### src/rtl/alu_control_transfer_pkg.sv
// Shared definitions for the RV32I control-transfer unit: op encodings,
// branch funct3 values and the default-width result record.
package alu_control_transfer_pkg;

  localparam int CT_XLEN = 32;

  localparam logic [3:0] OP_JAL           = 4'b0000;
  localparam logic [3:0] OP_JALR          = 4'b0001;
  localparam logic       OP_BRANCH_PREFIX = 1'b1;

  localparam logic [2:0] F3_BEQ  = 3'b000;
  localparam logic [2:0] F3_BNE  = 3'b001;
  localparam logic [2:0] F3_BLT  = 3'b100;
  localparam logic [2:0] F3_BGE  = 3'b101;
  localparam logic [2:0] F3_BLTU = 3'b110;
  localparam logic [2:0] F3_BGEU = 3'b111;

  typedef struct packed {
    logic [CT_XLEN-1:0] rd_value;
    logic               rd_write;
    logic [CT_XLEN-1:0] next_pc;
    logic               redirect;
    logic               illegal;
  } ct_result_t;

  // funct3 010/011 have no branch meaning in RV32I
  function automatic logic f3_is_branch(input logic [2:0] f3);
    return (f3 != 3'b010) && (f3 != 3'b011);
  endfunction

endpackage

### src/rtl/alu_control_transfer_branch_compare.sv
// Combinational branch taken decision from funct3 and the two operands.
// Kept standalone so a predictor check can reuse the same compare.
module alu_branch_compare
  import alu_control_transfer_pkg::*;
#(
  parameter int XLEN = CT_XLEN
) (
  input  logic [2:0]      funct3_i,
  input  logic [XLEN-1:0] rs1_i,
  input  logic [XLEN-1:0] rs2_i,
  output logic            taken_o
);

  // Signed compare for BLT/BGE, unsigned for BLTU/BGEU
  always_comb begin
    taken_o = 1'b0;
    case (funct3_i)
      F3_BEQ:  taken_o = (rs1_i == rs2_i);
      F3_BNE:  taken_o = (rs1_i != rs2_i);
      F3_BLT:  taken_o = ($signed(rs1_i) <  $signed(rs2_i));
      F3_BGE:  taken_o = ($signed(rs1_i) >= $signed(rs2_i));
      F3_BLTU: taken_o = (rs1_i <  rs2_i);
      F3_BGEU: taken_o = (rs1_i >= rs2_i);
      default: taken_o = 1'b0;
    endcase
  end

endmodule

### src/rtl/alu_control_transfer.sv
// RV32I control-transfer unit (JAL, JALR, branches): two-stage valid/ready
// pipeline producing link value, next PC and redirect.
// Optional: ALU_CONTROL_TRANSFER_MISALIGN_TRAP_EN adds the misaligned output
// and suppresses redirect/link write for misaligned taken targets.
module alu_control_transfer
  import alu_control_transfer_pkg::*;
#(
  parameter int XLEN        = CT_XLEN,
  parameter int IALIGN      = 32,
  parameter int LINK_OFFSET = 4
) (
  input  logic            clock,
  input  logic            reset_n,
  input  logic            flush,
  input  logic            in_valid,
  output logic            in_ready,
  input  logic [3:0]      op,
  input  logic [XLEN-1:0] pc,
  input  logic [XLEN-1:0] rs1_value,
  input  logic [XLEN-1:0] rs2_value,
  input  logic [XLEN-1:0] immediate,
  output logic            out_valid,
  input  logic            out_ready,
  output logic [XLEN-1:0] rd_value,
  output logic            rd_write,
  output logic [XLEN-1:0] next_pc,
  output logic            redirect,
`ifdef ALU_CONTROL_TRANSFER_MISALIGN_TRAP_EN
  output logic            misaligned,
`endif
  output logic            illegal
);

  localparam logic [XLEN-1:0] LINK_INC = XLEN'(LINK_OFFSET);

  typedef struct packed {
    logic [XLEN-1:0] rd_value;
    logic            rd_write;
    logic [XLEN-1:0] next_pc;
    logic            redirect;
    logic            illegal;
  } res_t;

  logic            a_valid_q, b_valid_q;
  logic [3:0]      a_op_q;
  logic [XLEN-1:0] a_pc_q, a_rs1_q, a_rs2_q, a_imm_q;
  res_t            res_d, res_q;
  logic            a_adv, in_fire;
  logic            is_jal, is_jalr, is_br, br_taken, taken, tgt_misaligned;
  logic [XLEN-1:0] target_sum, target, link;

  // Stage A may move on whenever stage B is empty or being drained
  assign a_adv    = !b_valid_q || out_ready;
  assign in_ready = !a_valid_q || a_adv;
  assign in_fire  = in_valid && in_ready && !flush;

  // Stage A: capture accepted operands
  always_ff @(posedge clock or negedge reset_n) begin
    if (!reset_n) begin
      a_valid_q <= 1'b0;
      a_op_q    <= '0;
      a_pc_q    <= '0;
      a_rs1_q   <= '0;
      a_rs2_q   <= '0;
      a_imm_q   <= '0;
    end else begin
      if (flush)         a_valid_q <= 1'b0;
      else if (in_ready) a_valid_q <= in_valid;
      if (in_fire) begin
        a_op_q  <= op;
        a_pc_q  <= pc;
        a_rs1_q <= rs1_value;
        a_rs2_q <= rs2_value;
        a_imm_q <= immediate;
      end
    end
  end

  assign is_jal     = (a_op_q == OP_JAL);
  assign is_jalr    = (a_op_q == OP_JALR);
  assign is_br      = (a_op_q[3] == OP_BRANCH_PREFIX) && f3_is_branch(a_op_q[2:0]);
  assign target_sum = (is_jalr ? a_rs1_q : a_pc_q) + a_imm_q;
  assign target     = {target_sum[XLEN-1:1], target_sum[0] & !is_jalr};
  assign link       = a_pc_q + LINK_INC;
  assign taken      = is_jal || is_jalr || (is_br && br_taken);
  // 16-bit alignment never faults for even targets
  assign tgt_misaligned = (IALIGN == 32) && target[1];

  alu_branch_compare #(.XLEN(XLEN)) u_cmp (
    .funct3_i (a_op_q[2:0]),
    .rs1_i    (a_rs1_q),
    .rs2_i    (a_rs2_q),
    .taken_o  (br_taken)
  );

`ifdef ALU_CONTROL_TRANSFER_MISALIGN_TRAP_EN
  logic mis_d, mis_q;
  assign misaligned = mis_q;
`else
  logic unused_misalign;
  assign unused_misalign = tgt_misaligned;
`endif

  // Result formation; misaligned taken targets become a trap carrying the target
  always_comb begin
    res_d.rd_value = link;
    res_d.rd_write = is_jal || is_jalr;
    res_d.next_pc  = taken ? target : link;
    res_d.redirect = taken;
    res_d.illegal  = !(is_jal || is_jalr || is_br);
`ifdef ALU_CONTROL_TRANSFER_MISALIGN_TRAP_EN
    mis_d = 1'b0;
    if (taken && tgt_misaligned) begin
      mis_d          = 1'b1;
      res_d.redirect = 1'b0;
      res_d.rd_write = 1'b0;
    end
`endif
  end

  // Stage B: result register, held while the consumer stalls
  always_ff @(posedge clock or negedge reset_n) begin
    if (!reset_n) begin
      b_valid_q <= 1'b0;
      res_q     <= '0;
`ifdef ALU_CONTROL_TRANSFER_MISALIGN_TRAP_EN
      mis_q     <= 1'b0;
`endif
    end else begin
      if (flush)      b_valid_q <= 1'b0;
      else if (a_adv) b_valid_q <= a_valid_q;
      if (a_adv && a_valid_q) begin
        res_q <= res_d;
`ifdef ALU_CONTROL_TRANSFER_MISALIGN_TRAP_EN
        mis_q <= mis_d;
`endif
      end
    end
  end

  assign out_valid = b_valid_q;
  assign rd_value  = res_q.rd_value;
  assign rd_write  = res_q.rd_write;
  assign next_pc   = res_q.next_pc;
  assign redirect  = res_q.redirect;
  assign illegal   = res_q.illegal;

endmodule

### config.mk
export PLATFORM = sky130hd
export DESIGN_NAME = alu_control_transfer
export DESIGN_NICKNAME = d
export VERILOG_FILES = /design/src/rtl/alu_control_transfer_pkg.sv /design/src/rtl/alu_control_transfer_branch_compare.sv /design/src/rtl/alu_control_transfer.sv
export SDC_FILE = /design/constraint.sdc
export NUM_CORES = 1
export LEC_CHECK = 0
export BUFFER_PORTS_ARGS = -buffer_cell sky130_fd_sc_hd__buf_2
export CAP_MARGIN = 25
export CORE_MARGIN = 3
export CORE_UTILIZATION = 50
export CTS_CLUSTER_DIAMETER = 50
export DETAILED_ROUTE_END_ITERATION = 10
export PLACE_DENSITY = 0.76
export SYNTH_ARGS = -nofsm -noshare
export SYNTH_HDL_FRONTEND = slang
export SYNTH_HIERARCHICAL = 1
export SYNTH_SLANG_ARGS = --single-unit
### constraint.sdc
create_clock -name clock -period 5.07 [get_ports clock]
set_clock_uncertainty 0.2 [all_clocks]
set_input_delay 0.7605 -clock clock [delete_from_list [all_inputs] [get_ports clock]]
set_output_delay 0.7605 -clock clock [all_outputs]
set_load 0.01 [all_outputs]
==> flow_summary_export.csv <==
group,metric,value,unit
run_status,outcome,"finished, final reports clean",
synth,netlist_area,11070,um2
cts,tritoncts,"built",
critical_path,path_cells,"nor4b_4 > buf_4 > mux2_2 > ha_1 > inv_1 > fa_1 > nor2b_1 > o2111ai_1 > a31oi_1 > nand4b_4 > a41o_1 > a211oi_1 > o21ai_1 > mux2i_1 > o21ai_1",
sta,rsz0062_at_grt,"false",
power_and_ir_drop,p_leak,6.290,nW
die,fp.dieH,154.8,um
critical_path,cp.arrival,4260,ps
critical_path,r2r_end,"next_pc[30]",
critical_path,cp-start-kind,"flip-flop",
critical_path,crit_family,"compound AO/OA/AOI/OAI gates",
global_route,grt_pass1_vias,8374,
cts,htreeDepth,1,
critical_path,cpMostUsedCell,"o21ai_1",
synth,synth-edff-count,0,
sta,worst_pin_slew,910.0,ps
synth,syn-instance-count,1021,
synth,synth-adder-area-share,7.753,%
detailed_routing,wl_met2,12.92,mm
synth,synth_seq_cells,201,
sta,setup_viol,0,
synth,yosysWarnings,6,
cts,post-cts-setup-buffers,0,
detailed_routing,wl_met1,12.94,mm
critical_path,cp_slowest_cell,"dfrtp_1",
die,initial_utilization,51.69,%
run,cap_viol_max_count,0,
sta,slew_headroom,39.34,%
synth,async_flop_share,100.0,%
detailed_routing,drc,0,
final_layout,stdcell_count,1509,
sta,fmax,245.0,MHz
detailed_routing,vias,8464,
sta,report.final.slew_viol_count,0,
critical_path,critPathKind,"reg2reg",
cts,cts_made_buffers,24,
placement,placed_cells,1466,
cts,clkTransAtPathRegs,60,ps
global_route,grt_antenna_before_repair,0,
detailed_routing,wl,28.48,mm
critical_path,crit_required,5250,ps
synth,yosys.area_share.simple,10.58,%
synth,synth_cell_type_count,69,
cts,ctsResizeCount,0,
synth,synth_top_family_by_area,"multiplexers",
final_layout,n_antenna_cell,0,
synth,syn-num-nets,1226,
global_route,grt_use_total,23.44,%
sta,fin_crit,4082,ps
die,pin_count,206,
critical_path,worstSetupEndpointType,"flip-flop",
power_and_ir_drop,vdd_drop_max,0.0002811,V
critical_path,reg2reg_slack,990,ps
die,dieArea,23960,um2
synth,netlist.area_leader.share,45.43,%
cts,insertion_delay,520,ps
critical_path,slowest_delay,470,ps
synth,synth_area_leaders,"dfrtp_1 45%, mux2_2 16%, ha_1 7.6%",
synth,synth_most_common_cell,"dfrtp_1",
final_layout,area_growth,19.08,%
placement,dp_hpwl,20.81,mm
critical_path,critPathMaxFanout,34,
final_layout,layout.nets,1423,
placement,gp_congestion,0.8835,
die,core.rowCount,53,
min_path,hold_path.class,"in2async",
placement,io_buffer_count,205,
sta,fin_crit_sh,80.51,%
sta,fin_setup_tns,0,ps
global_route,grt_max_degree,133,
synth,yosysTopAreaCell,"dfrtp_1",
critical_path,worst-path-buf-inv,2,
die,design.core.area,21420,um2
detailed_routing,postRouteAntennaNets,0,
cts,cts_max_path_buffers,3,
synth,synth_xor_area_share,4.272,%
placement,pre_cts_ws,1034,ps
final_layout,layout-drive-gt1-share,35.49,%
synth,ys.flop_type,"dfrtp_1",
detailed_routing,wl_met3,2.061,mm
critical_path,reg2reg_depth,15,
global_route,gr-total-overflow,0,
synth,synthTopCellsByCount,"201 x dfrtp_1, 162 x mux2_2, 101 x nand2_1, 67 x ha_1, 61 x o21ai_0",
global_route,grt_pass1_wl,45.07,mm
detailed_routing,routed.top_layer,"met4",
cts,cts_root_buffer,"clkbuf_16",
power_and_ir_drop,powerDensity,441.3,nW/um2
critical_path,r2r-start,"a_op_q[1]",
synth,synthMuxAreaShare,16.93,%
sta,hold_violations,0,
sta,timing.final.ws_setup,987.9,ps
synth,synth_compound_area_share,12.00,%
cts,clkSinkCount,201,
detailed_routing,post_drt_wl_per_cell,18.87,um
synth,syn_avg_cell_area,10.84,um2
cts,cts_hold_buf,0,
detailed_routing,viasPerCell,5.609,
die,fp.dieW,154.8,um
detailed_routing,drt_iter0_drc,447,
synth,yosysSeqAreaShare,45.43,%
detailed_routing,dr.pass1.iters,5,
## through the flow
step | hold slack (ps) | util (%) | cell area [um2] | total power [mW]
2_1_floorplan | 264.9 | - | 11070 | 3.446
3_3_place_gp | 256.2 | 57.69 | 12360 | 4.035
3_5_place_dp | 260.8 | 57.69 | 12360 | 4.092
5_1_grt | 153.5 | 61.55 | 13180 | 6.171
4_1_cts | 137.0 | 61.45 | 13160 | 5.850
6_report | 93.68 | 61.55 | 13180 | 5.817
## power by group
part           switching, mW  internal [mW]  leakage, nW  total [mW]
Combinational           1.04          0.857         3.49        1.90
Sequential             0.268           1.92         2.40        2.19
Clock                  0.677           1.05        0.400        1.73
Total                   1.98           3.83         6.29        5.82
## per-layer routing
metal,track usage (%),vias to the layer above
met2,35.84,267
met1,34.66,4108
met3,4.533,44
li1,-,4045
met5,0,-
met4,5.719,0
## placed cells by master (no fill, tap or decap), types with 37 or more instances in the layout
cell / count
a21oi_1: 54
buf_2: 204
dfrtp_1: 201
ha_1: 67
inv_1: 41
mux2_2: 162
nand2_1: 101
nor2_1: 53
o21ai_0: 61
xor2_1: 37
## cell families after synthesis
group / count (synthesis)
xor+xnor: 54
fa+ha+maj: 68
compound gates: 208
flops: 201
buf+inv: 84
mux: 167
simple gates: 239
## worst max-delay path by stage
stage,startpoint,end,cells after the start,slack (ps)
after floorplan,a_op_q[1],next_pc[31],13,1160
after global placement,a_op_q[1],next_pc[28],15,1160
after detailed placement,a_op_q[1],next_pc[28],15,1030
after CTS,a_op_q[1],next_pc[28],15,1020
after global routing,a_op_q[1],next_pc[28],15,710
final,a_op_q[1],next_pc[30],15,990
## registers in the layout, indices dropped and copies added, names as in the netlist
register   count
a_imm_q       32
a_op_q         4
a_pc_q        32
a_rs1_q       32
a_rs2_q       32
a_valid_q      1
illegal        1
next_pc       32
out_valid      1
rd_value      32
rd_write       1
redirect       1
## final cells by class
type                            count  area, um2
Clock buffer                       36      737.0
Clock inverter                      6      68.82
Fill cell                        1780       8237
Inverter                           41      153.9
Multi-Input combinational cell    736       5722
Sequential cell                   201       5030
Tap cell                          275      344.1
Timing Repair Buffer              214       1127
Note: power is estimated with default switching activity, not from simulation.
